--- config.mk ---
export PLATFORM = sky130hd
export DESIGN_NAME = fir_mac_sequencer_flat
export DESIGN_NICKNAME = d
export VERILOG_FILES = /design/src/rtl/fir_pkg.sv /design/src/rtl/fir_mac_sequencer_if.sv /design/src/rtl/fir_round_sat.sv /design/src/rtl/fir_mac_sequencer.sv /design/src/flat_wrapper.sv
export SDC_FILE = /design/constraint.sdc
export NUM_CORES = 1
export LEC_CHECK = 0
export CAP_MARGIN = 0
export CORE_MARGIN = 1.5
export CORE_UTILIZATION = 60
export DETAILED_ROUTE_END_ITERATION = 7
export PLACE_DENSITY = 0.79
export SLEW_MARGIN = 15
export SYNTH_ARGS = -nofsm -noshare
export SYNTH_HDL_FRONTEND = slang
export SYNTH_SLANG_ARGS = --single-unit
--- constraint.sdc ---
create_clock -name clk -period 3.9 [get_ports clk]
set_clock_uncertainty 0.2 [all_clocks]
set_input_delay 0.585 -clock clk [delete_from_list [all_inputs] [get_ports clk]]
set_output_delay 0.585 -clock clk [all_outputs]
set_load 0.005 [all_outputs]
--- src/rtl/fir_pkg.sv ---
// ---------------------------------------------------------------------------
// fir_pkg
// Shared types and arithmetic for the FIR MAC sequencer.
//   fir_state_t   : sequencer FSM states (IDLE, ISSUE, WAIT, OUTPUT)
//   DATA_W, ACC_W : sample/coefficient width and accumulator width
//   round_shift() : round-half-up arithmetic right shift of the accumulator
// ---------------------------------------------------------------------------
package fir_pkg;

    localparam int DATA_W = 16;
    localparam int ACC_W  = 32;

    typedef enum logic [1:0] {
        IDLE,
        ISSUE,
        WAIT,
        OUTPUT
    } fir_state_t;

    // One extra bit of headroom so adding the rounding constant to a
    // positive full-scale accumulator cannot flip the sign.
    function automatic logic signed [ACC_W:0] round_shift(
        input logic signed [ACC_W-1:0] acc,
        input int                      shift
    );
        logic signed [ACC_W:0] sum;
        sum = {acc[ACC_W-1], acc} + ((ACC_W + 1)'(1) << (shift - 1));
        return sum >>> shift;
    endfunction

endpackage

--- src/rtl/fir_mac_sequencer_if.sv ---
// ---------------------------------------------------------------------------
// fir_mac_sequencer_if
// Bundles the sample stream, coefficient write port and MAC16 operand bus.
//   in_valid/in_ready/in_sample              : input sample handshake
//   out_valid/out_ready/out_sample/out_sat   : output sample handshake
//   coef_we/coef_addr/coef_data              : coefficient write port
//   mac_a/mac_b/mac_c/mac_result             : MAC16 (A*B+C) operand/result bus
//   busy                                     : sequencer not idle
// Modports: master = environment side, slave = sequencer side.
// ---------------------------------------------------------------------------
interface fir_mac_sequencer_if
    import fir_pkg::*;
#(
    parameter int TAPS = 16
);
    localparam int AW = $clog2(TAPS);

    logic                     in_valid;
    logic                     in_ready;
    logic signed [DATA_W-1:0] in_sample;
    logic                     out_valid;
    logic                     out_ready;
    logic signed [DATA_W-1:0] out_sample;
    logic                     out_sat;
    logic                     coef_we;
    logic [AW-1:0]            coef_addr;
    logic signed [DATA_W-1:0] coef_data;
    logic signed [DATA_W-1:0] mac_a;
    logic signed [DATA_W-1:0] mac_b;
    logic signed [ACC_W-1:0]  mac_c;
    logic signed [ACC_W-1:0]  mac_result;
    logic                     busy;

    modport master (
        output in_valid, in_sample, out_ready, coef_we, coef_addr, coef_data, mac_result,
        input  in_ready, out_valid, out_sample, out_sat, mac_a, mac_b, mac_c, busy
    );

    modport slave (
        input  in_valid, in_sample, out_ready, coef_we, coef_addr, coef_data, mac_result,
        output in_ready, out_valid, out_sample, out_sat, mac_a, mac_b, mac_c, busy
    );

endinterface

--- src/rtl/fir_round_sat.sv ---
// ---------------------------------------------------------------------------
// fir_round_sat
// Combinational conversion of the final 32-bit accumulator to one sample.
//   acc        in  : signed accumulator
//   out_sample out : rounded, shifted sample (clamped or wrapped)
//   out_sat    out : clamping occurred
// Build option FIR_SAT_EN: clamp to the 16-bit signed range and flag it;
// otherwise keep the low 16 bits and tie out_sat to 0.
// ---------------------------------------------------------------------------
module fir_round_sat
    import fir_pkg::*;
#(
    parameter int SHIFT = 15
) (
    input  logic signed [ACC_W-1:0]  acc,
    output logic signed [DATA_W-1:0] out_sample,
    output logic                     out_sat
);

`ifdef FIR_SAT_EN
    localparam logic signed [ACC_W:0] Y_MAX = (ACC_W + 1)'(32767);
    localparam logic signed [ACC_W:0] Y_MIN = -(ACC_W + 1)'(32768);

    logic signed [ACC_W:0] y;

    // Clamp the full-width rounded value into the output range.
    always_comb begin
        y          = round_shift(acc, SHIFT);
        out_sat    = 1'b0;
        out_sample = y[DATA_W-1:0];
        if (y > Y_MAX) begin
            out_sample = 16'sd32767;
            out_sat    = 1'b1;
        end else if (y < Y_MIN) begin
            out_sample = -16'sd32768;
            out_sat    = 1'b1;
        end
    end
`else
    assign out_sample = DATA_W'(round_shift(acc, SHIFT));
    assign out_sat    = 1'b0;
`endif

endmodule

--- src/rtl/fir_mac_sequencer.sv ---
// ---------------------------------------------------------------------------
// fir_mac_sequencer
// Direct-form FIR sequencer feeding an external MAC16 (A*B+C) datapath.
// One tap per ISSUE/WAIT pair; the MAC result is folded back as the next addend.
//   clk, rst_n : clock, synchronous active-low reset
//   bus        : fir_mac_sequencer_if.slave (sample in/out, coefficient port,
//                MAC operand/result bus, busy)
// Build option FIR_SAT_EN (inside fir_round_sat): saturating output.
// ---------------------------------------------------------------------------
module fir_mac_sequencer
    import fir_pkg::*;
#(
    parameter int TAPS    = 16,
    parameter int MAC_LAT = 1,
    parameter int SHIFT   = 15
) (
    input logic                clk,
    input logic                rst_n,
    fir_mac_sequencer_if.slave bus
);

    localparam int            AW        = $clog2(TAPS);
    localparam int            WW        = (MAC_LAT > 1) ? $clog2(MAC_LAT) : 1;
    localparam logic [AW-1:0] LAST_TAP  = AW'(TAPS - 1);
    localparam logic [WW-1:0] LAST_WAIT = WW'(MAC_LAT - 1);

    fir_state_t               state_q, state_d;
    logic signed [DATA_W-1:0] hist_q [TAPS];
    logic signed [DATA_W-1:0] hist_d [TAPS];
    logic signed [DATA_W-1:0] coef_q [TAPS];
    logic signed [DATA_W-1:0] coef_d [TAPS];
    logic signed [ACC_W-1:0]  acc_q, acc_d;
    logic [AW-1:0]            wptr_q, wptr_d;
    logic [AW-1:0]            k_q, k_d;
    logic [WW-1:0]            wcnt_q, wcnt_d;
    logic                     in_ready_q, in_ready_d;
    logic                     out_valid_q, out_valid_d;
    logic signed [DATA_W-1:0] out_sample_q, out_sample_d;
    logic                     out_sat_q, out_sat_d;
    logic                     busy_q, busy_d;
    logic signed [DATA_W-1:0] mac_a_q, mac_a_d;
    logic signed [DATA_W-1:0] mac_b_q, mac_b_d;
    logic signed [ACC_W-1:0]  mac_c_q, mac_c_d;
    logic signed [DATA_W-1:0] rs_sample;
    logic                     rs_sat;

    // The final sum is the last MAC result, so round it as it arrives and
    // register the output on the same edge that enters OUTPUT.
    fir_round_sat #(.SHIFT(SHIFT)) u_round_sat (
        .acc        (bus.mac_result),
        .out_sample (rs_sample),
        .out_sat    (rs_sat)
    );

    // Next-state logic. MAC operands are registered on the edge that enters
    // ISSUE so they are already stable during the ISSUE cycle; the first tap
    // bypasses the sample and a same-cycle coefficient write.
    always_comb begin
        state_d      = state_q;
        hist_d       = hist_q;
        coef_d       = coef_q;
        acc_d        = acc_q;
        wptr_d       = wptr_q;
        k_d          = k_q;
        wcnt_d       = wcnt_q;
        in_ready_d   = in_ready_q;
        out_valid_d  = out_valid_q;
        out_sample_d = out_sample_q;
        out_sat_d    = out_sat_q;
        busy_d       = busy_q;
        mac_a_d      = mac_a_q;
        mac_b_d      = mac_b_q;
        mac_c_d      = mac_c_q;
        case (state_q)
            IDLE: begin
                if (bus.coef_we) begin
                    coef_d[bus.coef_addr] = bus.coef_data;
                end
                if (bus.in_valid) begin
                    hist_d[wptr_q] = bus.in_sample;
                    acc_d          = '0;
                    k_d            = '0;
                    mac_a_d        = bus.in_sample;
                    mac_b_d        = coef_d[0];
                    mac_c_d        = '0;
                    in_ready_d     = 1'b0;
                    busy_d         = 1'b1;
                    state_d        = ISSUE;
                end
            end
            ISSUE: begin
                wcnt_d  = '0;
                state_d = WAIT;
            end
            WAIT: begin
                if (wcnt_q == LAST_WAIT) begin
                    acc_d = bus.mac_result;
                    k_d   = k_q + AW'(1);
                    if (k_q == LAST_TAP) begin
                        out_valid_d  = 1'b1;
                        out_sample_d = rs_sample;
                        out_sat_d    = rs_sat;
                        state_d      = OUTPUT;
                    end else begin
                        mac_a_d = hist_q[wptr_q - (k_q + AW'(1))];
                        mac_b_d = coef_q[k_q + AW'(1)];
                        mac_c_d = bus.mac_result;
                        state_d = ISSUE;
                    end
                end else begin
                    wcnt_d = wcnt_q + WW'(1);
                end
            end
            OUTPUT: begin
                if (bus.out_ready) begin
                    out_valid_d = 1'b0;
                    wptr_d      = wptr_q + AW'(1);
                    in_ready_d  = 1'b1;
                    busy_d      = 1'b0;
                    state_d     = IDLE;
                end
            end
            default: state_d = IDLE;
        endcase
    end

    // State and registered outputs; reset also aborts any sample in flight.
    always_ff @(posedge clk) begin
        if (!rst_n) begin
            state_q      <= IDLE;
            hist_q       <= '{default: '0};
            coef_q       <= '{default: '0};
            acc_q        <= '0;
            wptr_q       <= '0;
            k_q          <= '0;
            wcnt_q       <= '0;
            in_ready_q   <= 1'b1;
            out_valid_q  <= 1'b0;
            out_sample_q <= '0;
            out_sat_q    <= 1'b0;
            busy_q       <= 1'b0;
            mac_a_q      <= '0;
            mac_b_q      <= '0;
            mac_c_q      <= '0;
        end else begin
            state_q      <= state_d;
            hist_q       <= hist_d;
            coef_q       <= coef_d;
            acc_q        <= acc_d;
            wptr_q       <= wptr_d;
            k_q          <= k_d;
            wcnt_q       <= wcnt_d;
            in_ready_q   <= in_ready_d;
            out_valid_q  <= out_valid_d;
            out_sample_q <= out_sample_d;
            out_sat_q    <= out_sat_d;
            busy_q       <= busy_d;
            mac_a_q      <= mac_a_d;
            mac_b_q      <= mac_b_d;
            mac_c_q      <= mac_c_d;
        end
    end

    assign bus.in_ready   = in_ready_q;
    assign bus.out_valid  = out_valid_q;
    assign bus.out_sample = out_sample_q;
    assign bus.out_sat    = out_sat_q;
    assign bus.busy       = busy_q;
    assign bus.mac_a      = mac_a_q;
    assign bus.mac_b      = mac_b_q;
    assign bus.mac_c      = mac_c_q;

endmodule
--- src/flat_wrapper.sv ---
// flat-port wrapper written by rule: the top's interface ports become plain ports
module fir_mac_sequencer_flat import fir_pkg::*;
#(
    parameter int TAPS    = 16,
    parameter int MAC_LAT = 1,
    parameter int SHIFT   = 15
)
  (clk, rst_n, bus_in_valid, bus_in_sample, bus_out_ready, bus_coef_we, bus_coef_addr, bus_coef_data, bus_mac_result, bus_in_ready, bus_out_valid, bus_out_sample, bus_out_sat, bus_mac_a, bus_mac_b, bus_mac_c, bus_busy);
  fir_mac_sequencer_if #(.TAPS(TAPS)) bus_i ();
  input logic clk;
  input logic rst_n;
  input wire logic [$bits(bus_i.in_valid)-1:0] bus_in_valid;
  input wire logic [$bits(bus_i.in_sample)-1:0] bus_in_sample;
  input wire logic [$bits(bus_i.out_ready)-1:0] bus_out_ready;
  input wire logic [$bits(bus_i.coef_we)-1:0] bus_coef_we;
  input wire logic [$bits(bus_i.coef_addr)-1:0] bus_coef_addr;
  input wire logic [$bits(bus_i.coef_data)-1:0] bus_coef_data;
  input wire logic [$bits(bus_i.mac_result)-1:0] bus_mac_result;
  output wire logic [$bits(bus_i.in_ready)-1:0] bus_in_ready;
  output wire logic [$bits(bus_i.out_valid)-1:0] bus_out_valid;
  output wire logic [$bits(bus_i.out_sample)-1:0] bus_out_sample;
  output wire logic [$bits(bus_i.out_sat)-1:0] bus_out_sat;
  output wire logic [$bits(bus_i.mac_a)-1:0] bus_mac_a;
  output wire logic [$bits(bus_i.mac_b)-1:0] bus_mac_b;
  output wire logic [$bits(bus_i.mac_c)-1:0] bus_mac_c;
  output wire logic [$bits(bus_i.busy)-1:0] bus_busy;
  assign bus_i.in_valid = bus_in_valid;
  assign bus_i.in_sample = bus_in_sample;
  assign bus_i.out_ready = bus_out_ready;
  assign bus_i.coef_we = bus_coef_we;
  assign bus_i.coef_addr = bus_coef_addr;
  assign bus_i.coef_data = bus_coef_data;
  assign bus_i.mac_result = bus_mac_result;
  assign bus_in_ready = bus_i.in_ready;
  assign bus_out_valid = bus_i.out_valid;
  assign bus_out_sample = bus_i.out_sample;
  assign bus_out_sat = bus_i.out_sat;
  assign bus_mac_a = bus_i.mac_a;
  assign bus_mac_b = bus_i.mac_b;
  assign bus_mac_c = bus_i.mac_c;
  assign bus_busy = bus_i.busy;
  fir_mac_sequencer #(.TAPS(TAPS), .MAC_LAT(MAC_LAT), .SHIFT(SHIFT)) u_core (.clk(clk), .rst_n(rst_n), .bus(bus_i));
endmodule
==> out/qor.yml <==
floorplanning:
  core-area_mm2: 0.0464
  io_pins: 157
  die_y_um: 219
  die_w_um: 219
  die_area_mm2: 0.0480
  start_util_pct: 60.5
  fp-row-count: 79
clock_tree:
  cts_root_buffer: "clkbuf_16"
  numCtsBuffers: 60
  cts_tree: "yes"
  htreeDepth: 2
  clockBufferDepth: 3
  clkLatencyLatePin_ns: 0.64
  cts_resized: 0
  cts_setup_buffers: 0
  clk_pin_slew_worst_paths_ns: 0.06
  ctsHoldBuffers: 0
  clock-sinks: 605
yosys:
  avgSynthCellArea_um2: 9.45
  ys_warn_count: 0
  ys.flop_type: "dfxtp_1"
  syn-instance-count: 2967
  synth_cell_type_count: 57
  syn_nets: 3050
  synthTopCellsByArea: "dfxtp_1, a21boi_0, nand2_1"
  netlist.area_leader.share_pct: 43.2
  yosysTopAreaCell: "dfxtp_1"
  ys_ff_latch: 605
  synth-edff-count: 0
  synth_area_mm2: 0.0280
  async_flop_share_pct: 0
  yosysSeqAreaShare_pct: 43.2
power:
  p_int_mw: 10.4
  ir_drop_mv: 0.434
  p_sw_mw: 3.17
  power_frac_seq_pct: 46.4
  pwr-share-clk_pct: 46.2
  p_per_area_mw_per_mm2: 425
  leakagePower_nw: 10.7
  p_sw_share_pct: 23.3
  comb_power_share_pct: 7.4
global_route:
  grt_pass1_vias: 22700
  antenna_found_initial: 1
  grt_first_pass_wirelength_um: 124000
  gr-total-overflow: 0
  grt.total_usage_pct: 32.8
  grt_max_degree: 188
sta:
  max-slew-margin-rel_pct: 25.9
  slew_viol_final: 0
  hold_viol_final: 0
  setup_tns_ns: 0
  period_needed_ns: 3.72
  fin_crit_sh_pct: 95.3
  max_slew.worst_pin.slew_ns: 1.11
  setup_viol: 0
  max_freq_mhz: 269
  rsz0062_at_grt: "false"
  holdWs_ns: 0.253
critical_path:
  crit_chain: "ha_4 -> xor2_4 -> inv_2 -> ha_1 -> xnor2_4 -> buf_12 -> mux4_2 -> a22oi_1 -> o2111ai_1 -> o2111a_1"
  start_kind: "flop"
  cp-end-kind: "flop"
  cp.arrival_ns: 4.04
  critPathRequiredTime_ns: 4.22
  critPathMaxStageDelay_ns: 0.55
  critical_path_class: "flop to flop"
  critical_path.max_fanout: 33
  slowest_stage: "mux4_2"
placed_design:
  gp_congestion: 0.892
  place_hpwl_um: 49400
  place.port_buffers: 155
finish:
  antenna_cells: 0
  fillers: 3431
  layout-drive-gt1-share_pct: 12.5
  final_nets: 3050
  area_growth_syn_to_layout_pct: 14.1
detailed_routing:
  wl_per_cell_um: 22.1
  drc_errors: 0
  drt_wl_total_um: 80100
  via_count: 22900
  vias_per_cell: 6.32
  ant_nets: 0
  first_iter_violations: 2212
  first_pass_iters: 8
worst_hold_path:
  holdCritPathClass: "flop to flop"
status:
  outcome: "finished clean"
run:
  cap_violations: 0
through the flow:
stage	instances	instance area, um2	utilization (%)	power, mW	setup slack [ns]
finish	3623	32000	69.0	13.6	0.182
global route	3623	32000	69.0	14.0	0.0613
CTS	3623	32000	69.0	13.6	0.303
detailed placement	3512	29800	64.3	7.43	0.370
global placement	3512	29800	64.3	7.40	0.426
floorplan	2967	28000	-	7.06	0.518
power by group through the flow:
stage	clock network, mW	logic, mW	registers (mW)
after global routing	6.59	1.07	6.31
after detailed placement	0	0.991	6.44
final	6.28	1.01	6.31
after floorplan	0	0.635	6.42
after global placement	0	0.967	6.44
after CTS	6.32	0.997	6.30
cells in the mapped netlist (all sizes together), types with 28 or more instances:
master and instances:
mux4 96, nand2 650, o21ai 73, mux2 65, clkbuf 202, a21boi 354
o22ai 32, nor2b 206, nand3 127, dfxtp 605, buf 92, nor2 28
a22oi 50, o2111ai 32, mux2i 178
worst max-delay path, delay by kind of cell, from the launching register on:
family                   cells  cell delay, ns
AO/OA/AOI/OAI                3            0.91
buffers and inverters        2            0.62
adder cells (fa/ha/maj)      2            0.61
multiplexers                 1            0.55
flip-flops                   1            0.35
XOR/XNOR                     2            0.34
cells by family (layout without fill, tap and decap cells):
group / Yosys count / count (layout) / synth area share, %
simple gates: 1060 / 1060 / 17.7
compound gates: 629 / 629 / 16.4
flops: 605 / 605 / 43.2
mux: 339 / 339 / 16.8
buf+inv: 299 / 348 / 4.61
xor+xnor: 24 / 24 / 0.857
fa+ha+maj: 10 / 10 / 0.473
other cells: 1 / 1 / 0.0134
per-layer routing:
metal	routed length [um]	vias up	global-route usage [%]
met3	5790	276	4.93
met5	0	-	0
met1	30900	11200	39.7
met4	4110	0	17.7
li1	-	10300	-
met2	39300	1100	56.3
flip-flops by register name (all words and copies together), names as in the netlist:
register	count
u_core.bus.busy	1
u_core.bus.in_ready	1
u_core.bus.mac_a	16
u_core.bus.mac_b	16
u_core.bus.mac_c	32
u_core.bus.out_sample	16
u_core.bus.out_valid	1
u_core.coef_q	256
u_core.hist_q	256
u_core.k_q	4
u_core.state_q	2
u_core.wptr_q	4
worst paths after layout:
| path | start | to | depth (start not counted) | slack, ns |
|---|---|---|---|---|
| min reg2reg | u_core.hist_q[246] | u_core.hist_q[246] | 2 | 0.25 |
| max | u_core.k_q[1] | u_core.bus.mac_a[14] | 10 | 0.18 |
| max reg2reg | u_core.k_q[1] | u_core.bus.mac_a[14] | 10 | 0.18 |
| min | u_core.hist_q[246] | u_core.hist_q[246] | 2 | 0.25 |
cell type report:
type	instances	area [um2]	area share (%)
Multi-Input combinational cell	2063	14700	46.0
Sequential cell	605	12100	37.9
Timing Repair Buffer	232	2220	6.95
Clock buffer	86	1770	5.53
Tap cell	607	759	2.37
Clock inverter	25	394	1.23
Inverter	5	18.8	0.0587
cells in the final DEF (no fill, tap or decap), types with 50 or more instances in the layout:
cell / n
nand2_1: 650
dfxtp_1: 604
a21boi_0: 349
nor2b_1: 203
mux2i_1: 178
clkdlybuf4s50_1: 154
nand3_1: 125
mux4_2: 87
o21ai_0: 72
buf_4: 70
mux2_2: 65
clkbuf_16: 60
a22oi_1: 50
Power figures use the tool's default switching activity.
